$ cat src/rtl/pipeline_hazard_ctrl.sv
// Hazard and flush controller for the five-stage pipeline.
// Load-use stalls, memory freeze, epoch-based squash, perf and watchdog.
module pipeline_hazard_ctrl #(
    parameter int MEM_TIMEOUT = 255,
    parameter int CNT_W       = 16
) (
    input  logic             clk,
    input  logic             rst,
    input  logic             dec_valid,
    input  logic             dec_epoch,
    input  logic [3:0]       dec_rn,
    input  logic [3:0]       dec_rm,
    input  logic [3:0]       dec_rs,
    input  logic [2:0]       dec_src_used,
    input  logic             ex_valid,
    input  logic             ex_is_load,
    input  logic [3:0]       ex_rd,
    input  logic             br_taken,
    input  logic             br_epoch,
    input  logic             mem_busy,
    input  logic             perf_clear,
    output logic             stall_fd,
    output logic             stall_ex,
    output logic             bubble_ex,
    output logic             redirect,
    output logic             epoch,
    output logic [1:0]       state,
    output logic [CNT_W-1:0] stall_cnt,
    output logic             mem_timeout
);

    localparam logic [1:0] S_RUN   = 2'd0;
    localparam logic [1:0] S_LU    = 2'd1;
    localparam logic [1:0] S_MEM   = 2'd2;
    localparam logic [1:0] S_FLUSH = 2'd3;

    localparam int BW = $clog2(MEM_TIMEOUT + 1);

    logic             r_epoch;
    logic [1:0]       r_state;
    logic [CNT_W-1:0] r_stall_cnt;
    logic [BW-1:0]    r_busy_cnt;
    logic             r_timeout;

    logic          w_live_dec;
    logic          w_match;
    logic          w_hz;
    logic          w_br_ok;
    logic          w_stall_fd;
    logic          w_stall_ex;
    logic          w_bubble_ex;
    logic          w_redirect;
    logic [1:0]    w_state_nxt;
    logic [BW-1:0] w_busy_nxt;

    assign w_live_dec = dec_valid & (dec_epoch == r_epoch);
    assign w_match    = (dec_src_used[0] & (dec_rn == ex_rd))
                      | (dec_src_used[1] & (dec_rm == ex_rd))
                      | (dec_src_used[2] & (dec_rs == ex_rd));
    assign w_hz       = w_live_dec & ex_valid & ex_is_load
                      & (ex_rd != 4'd15) & w_match;
    assign w_br_ok    = br_taken & (br_epoch == r_epoch);

    // Priority decode of stall/bubble/redirect and next state
    always_comb begin
        w_stall_fd  = 1'b0;
        w_stall_ex  = 1'b0;
        w_bubble_ex = 1'b0;
        w_redirect  = 1'b0;
        w_state_nxt = S_RUN;
        if (rst) begin
            w_state_nxt = S_RUN;
        end else if (mem_busy) begin
            w_stall_fd  = 1'b1;
            w_stall_ex  = 1'b1;
            w_state_nxt = S_MEM;
        end else if (w_br_ok) begin
            w_redirect  = 1'b1;
            w_state_nxt = S_FLUSH;
        end else if (w_hz) begin
            w_stall_fd  = 1'b1;
            w_bubble_ex = 1'b1;
            w_state_nxt = S_LU;
        end
    end

    assign w_busy_nxt = (r_busy_cnt == BW'(MEM_TIMEOUT))
                      ? r_busy_cnt : r_busy_cnt + BW'(1);

    // Epoch toggle and informational state
    always_ff @(posedge clk) begin
        if (rst) begin
            r_epoch <= 1'b0;
            r_state <= S_RUN;
        end else begin
            r_state <= w_state_nxt;
            if (w_redirect) begin
                r_epoch <= ~r_epoch;
            end
        end
    end

    // Saturating stall-cycle counter; clear beats increment
    always_ff @(posedge clk) begin
        if (rst || perf_clear) begin
            r_stall_cnt <= '0;
        end else if (w_stall_fd && (r_stall_cnt != '1)) begin
            r_stall_cnt <= r_stall_cnt + CNT_W'(1);
        end
    end

    // Memory-busy watchdog with sticky timeout flag
    always_ff @(posedge clk) begin
        if (rst) begin
            r_busy_cnt <= '0;
            r_timeout  <= 1'b0;
        end else if (mem_busy) begin
            r_busy_cnt <= w_busy_nxt;
            if (w_busy_nxt == BW'(MEM_TIMEOUT)) begin
                r_timeout <= 1'b1;
            end
        end else begin
            r_busy_cnt <= '0;
        end
    end

    assign stall_fd    = w_stall_fd;
    assign stall_ex    = w_stall_ex;
    assign bubble_ex   = w_bubble_ex;
    assign redirect    = w_redirect;
    assign epoch       = r_epoch;
    assign state       = r_state;
    assign stall_cnt   = r_stall_cnt;
    assign mem_timeout = r_timeout;

endmodule

$ cat config.mk
export PLATFORM = sky130hd
export DESIGN_NAME = pipeline_hazard_ctrl
export DESIGN_NICKNAME = d
export VERILOG_FILES = /design/src/rtl/pipeline_hazard_ctrl.sv
export SDC_FILE = /design/constraint.sdc
export NUM_CORES = 1
export LEC_CHECK = 0
export CAP_MARGIN = 20
export CORE_MARGIN = 4
export CORE_UTILIZATION = 40
export CTS_CLUSTER_DIAMETER = 60
export DETAILED_ROUTE_END_ITERATION = 16
export HOLD_SLACK_MARGIN = 0.12
export PLACE_DENSITY = 0.72
export SYNTH_ARGS = -nofsm -noshare
export SYNTH_HDL_FRONTEND = slang
export SYNTH_SLANG_ARGS = --single-unit
$ cat constraint.sdc
create_clock -name clk -period 2.5 [get_ports clk]
set_input_delay 0.375 -clock clk [delete_from_list [all_inputs] [get_ports clk]]
set_output_delay 0.375 -clock clk [all_outputs]
set_load 0.02 [all_outputs]
==> results.md <==
- Status: complete, no violations
- Commonest cells in the netlist: 28 x dfxtp_1, 24 x nor2_1, 22 x nand2_1
- Clk root buf: clkbuf_8
- Num CTS Buffers: 3
- Worst-Margin Slew: between 0.3 and 0.4 ns
- Worst rel slew slack: about three quarters
- Via-to-Cell Ratio: a little over 5
- Final Max Slew Viols: 0
- DRC: 0
- Synth Register Bits: 28
- Clock network fraction of total power: 37.2%
- Seq pwr share: 47.1%
- Async S/R FF share, synth: 0%
- Setup WS post-layout: between 0.09 and 0.1 ns
- Share of Yosys cell area claimed by the top area cell type: 34.2%
- GR Util met1: 19.7%
- Placed Area: 2290 sq um
- CTS tree: done
- Number of DRC markers in iteration 0: 144
- Adder-cell share of the synthesized area: under 10%
- Clock transition at path regs: roughly 0.1 ns
- Power Internal: 0.000747 W
- Cell Count Post-Placement: 302
- Hpwl dp: roughly 3000 microns
- Synthesized-area fraction occupied by xor and xnor cells: 12.3%
- Post-Synth Simple-Gate Area: approximately 30%
- Largest net degree at the start of global routing: 17
- Hold crit path type: reg2reg
- Synth top area cells: dfxtp_1 34%, xnor2_1 7.5%, nor2_1 5.5%
- Number of global-route vias before repair: 1378
- Fin cells: 306
- Maximum vdd drop: 0.000208 V
- F_max: 416 MHz
- Hold Vio Cnt, Final: 0
- Syn_nets: approximately 220
- PD cells: 401 nW/um^2
- Tot GR Track Use: 14.8%
- Distinct cells, synth: 39
- Port Buffers: 52
- Most numerous cell in the Yosys netlist: dfxtp_1
- Die Area: 5190 sq um
- Share of layout cells above drive strength 1: 13.3%
- Antenna-violating nets left: 0
- Cell Area, Synth: 1640 sq um
- Largest area contributor in the netlist: dfxtp_1
- Layout area overhead: 47.2%
- Tmin final: 2.40 ns
- Vias: 1585
- Post-route cell area: 2410 sq um
- Die Y: 72.0 microns
- Worst skew pair latency: 0.27 ns
- Mapped Cells: roughly 190
- First-pass GRT wire length: roughly 6300 microns
- CP peak stage delay: 0.41 ns
- Clock sinks: 28
- Final Cycle Share: 96.1%
- Core Util, Final: 60.8%
- Met3 Use GR: 3.19%
- Largest family of logic cells by synthesized area: simple AND/OR/NAND/NOR gates
- WP data arrival: between 2 and 2.5 ns
- Post-synthesis mux area share: under 10%
- CP Data Required Time: 2.12 ns
- Maximum buffer depth of the clock tree: 2
- Combinational share of power: 15.8%
- Die X: 72.0 microns
- Overflow after GRT: 0
- CP Capture Type: output port
- Mean Syn Cell Area: about 8.5 sq um
- Critical path's slowest cell: clkdlybuf4s50_1
- Met2 Usage GRT: between 20% and 30%
- Post-synth EDFFs: 0
- Setup TNS: 0 ns
- Endpoints failing setup: 0
- H-tree depth: 1
- Net load switching power: 0.000220 W
- Switching portion of total power: 22.8%
- Drt total wl: 3950 microns
- Initial Util: 41.3%
- Top Ports: 53
- Synth warn: 0
- DR WL/cell: about 13 microns
- Startpoint class of the critical path: input pin
- Dominant synthesized flop cell: dfxtp_1
- Worst setup path category: in2out
- Max-cap violations: 0
- CTS Hold Bufs: 0
- Compound-Gate Fraction of Synth Area: 16.6%
- DP Worst Slack: -0.493 ns
- Clk_skew: ~0.0088 ns
- Drt first pass iters: 4
- Initial antenna violation count: 0
- Nets@finish: between 200 and 300
- GR peak layer: met2
- Std cell rows: 23
- CP Cell Sequence: clkdlybuf4s50_1 -> xor2_1 -> nor4_2 -> nor3_2 -> or2_4 -> nor4_4 -> buf_4
- Final GP Congestion: 0.873
- Crit-path max FO: 2
- Diode count: 0
- Core footprint: around 4000 sq um
- P_leak: 1.01 nW
- Post-synthesis sequential area ratio: 34.2%
==> path summary, 6_finish.rpt <==
check              start      endpoint  slack (ns)  depth (start not counted)
max reg2reg        epoch  stall_cnt[6]        0.46                          9
min reg2reg  mem_timeout   mem_timeout        0.49                          2
min          mem_timeout   mem_timeout        0.49                          2
max            dec_rn[2]     bubble_ex         0.1                          7
==> power by group through the flow <==
stage / Clock, W / Combinational, W / Sequential (W)
after global routing: 0.000386 / 0.000165 / 0.000456
after detailed placement: 0 / 0.000147 / 0.000465
after CTS: 0.000366 / 0.000146 / 0.000455
after floorplan: 0 / 0.0000619 / 0.000468
final: 0.000360 / 0.000152 / 0.000455
after global placement: 0 / 0.000145 / 0.000465
==> state kept, by name, summed over array words and instances, names as in the netlist <==
| name | flops |
|---|---|
| r_busy_cnt | 8 |
| epoch | 1 |
| mem_timeout | 1 |
| stall_cnt | 16 |
| state | 2 |
==> cells in the final DEF, fill, tap and decap left out, types with 2 or more instances in the layout <==
master / instances
dfxtp_1: 28
dlymetal6s2s_1: 6
nor2_1: 24
mux2i_1: 5
inv_1: 2
nand3_1: 12
xnor2_1: 14
nand2_1: 22
nand4_1: 6
a31o_2: 2
buf_4: 14
ha_1: 2
a21oi_1: 7
clkdlybuf4s50_1: 44
a211oi_1: 2
nor4_4: 3
and3_1: 9
o21ai_0: 7
a31oi_1: 6
clkbuf_8: 3
and4_1: 2
xor2_1: 9
or3_1: 4
a41o_1: 2
==> metrics by stage <==
step / total power [W] / hold slack [ns]
4_1_cts: 0.000967 / 0.499
6_report: 0.000967 / 0.490
5_1_grt: 0.00101 / 0.533
2_1_floorplan: 0.000530 / 0.448
3_3_place_gp: 0.000610 / 0.464
3_5_place_dp: 0.000612 / 0.473
==> cell families after synthesis <==
| logic type | Yosys count |
|---|---|
| and+or+nand+nor | 92 |
| AOI/OAI and AO/OA | 34 |
| DFF | 28 |
| xor gates and xnor gates | 23 |
| buffers and inverters | 8 |
| muxes | 6 |
| adders and majority gates | 2 |
==> critical path: cells and delay by family <==
kind | cells | cell delay (ns)
buf+inv | 2 | 0.60
xor+xnor | 1 | 0.15
simple gates | 4 | 0.90
==> layout make-up <==
class	instances	area, sq um
Sequential cell	28	561
Clock buffer	3	41.3
Multi-Input combinational cell	157	1080
Clock inverter	1	30.0
Fill cell	367	1560
Tap cell	50	62.6
Inverter	2	7.51
Timing Repair Buffer	65	629
==> metal layers <==
layer / routed length [microns] / vias up / part of all wire [%]
li1: - / 820 / -
met1: 1820 / 721 / 46
met2: 1890 / 40 / 48
met3: 205 / 4 / 5.2
met4: 33 / 0 / 0.84
met5: 0 / - / 0
==> what timing repair did <==
item | 4_1_cts | 5_1_grt
setup buffers | 0 | 0
resized for setup | 6 | 14
hold endpoints to repair | 0 | 0
endpoints found under the setup margin | 2 | 2
pin swaps | 0 | 9
Note: power is estimated with default switching activity, not from simulation.
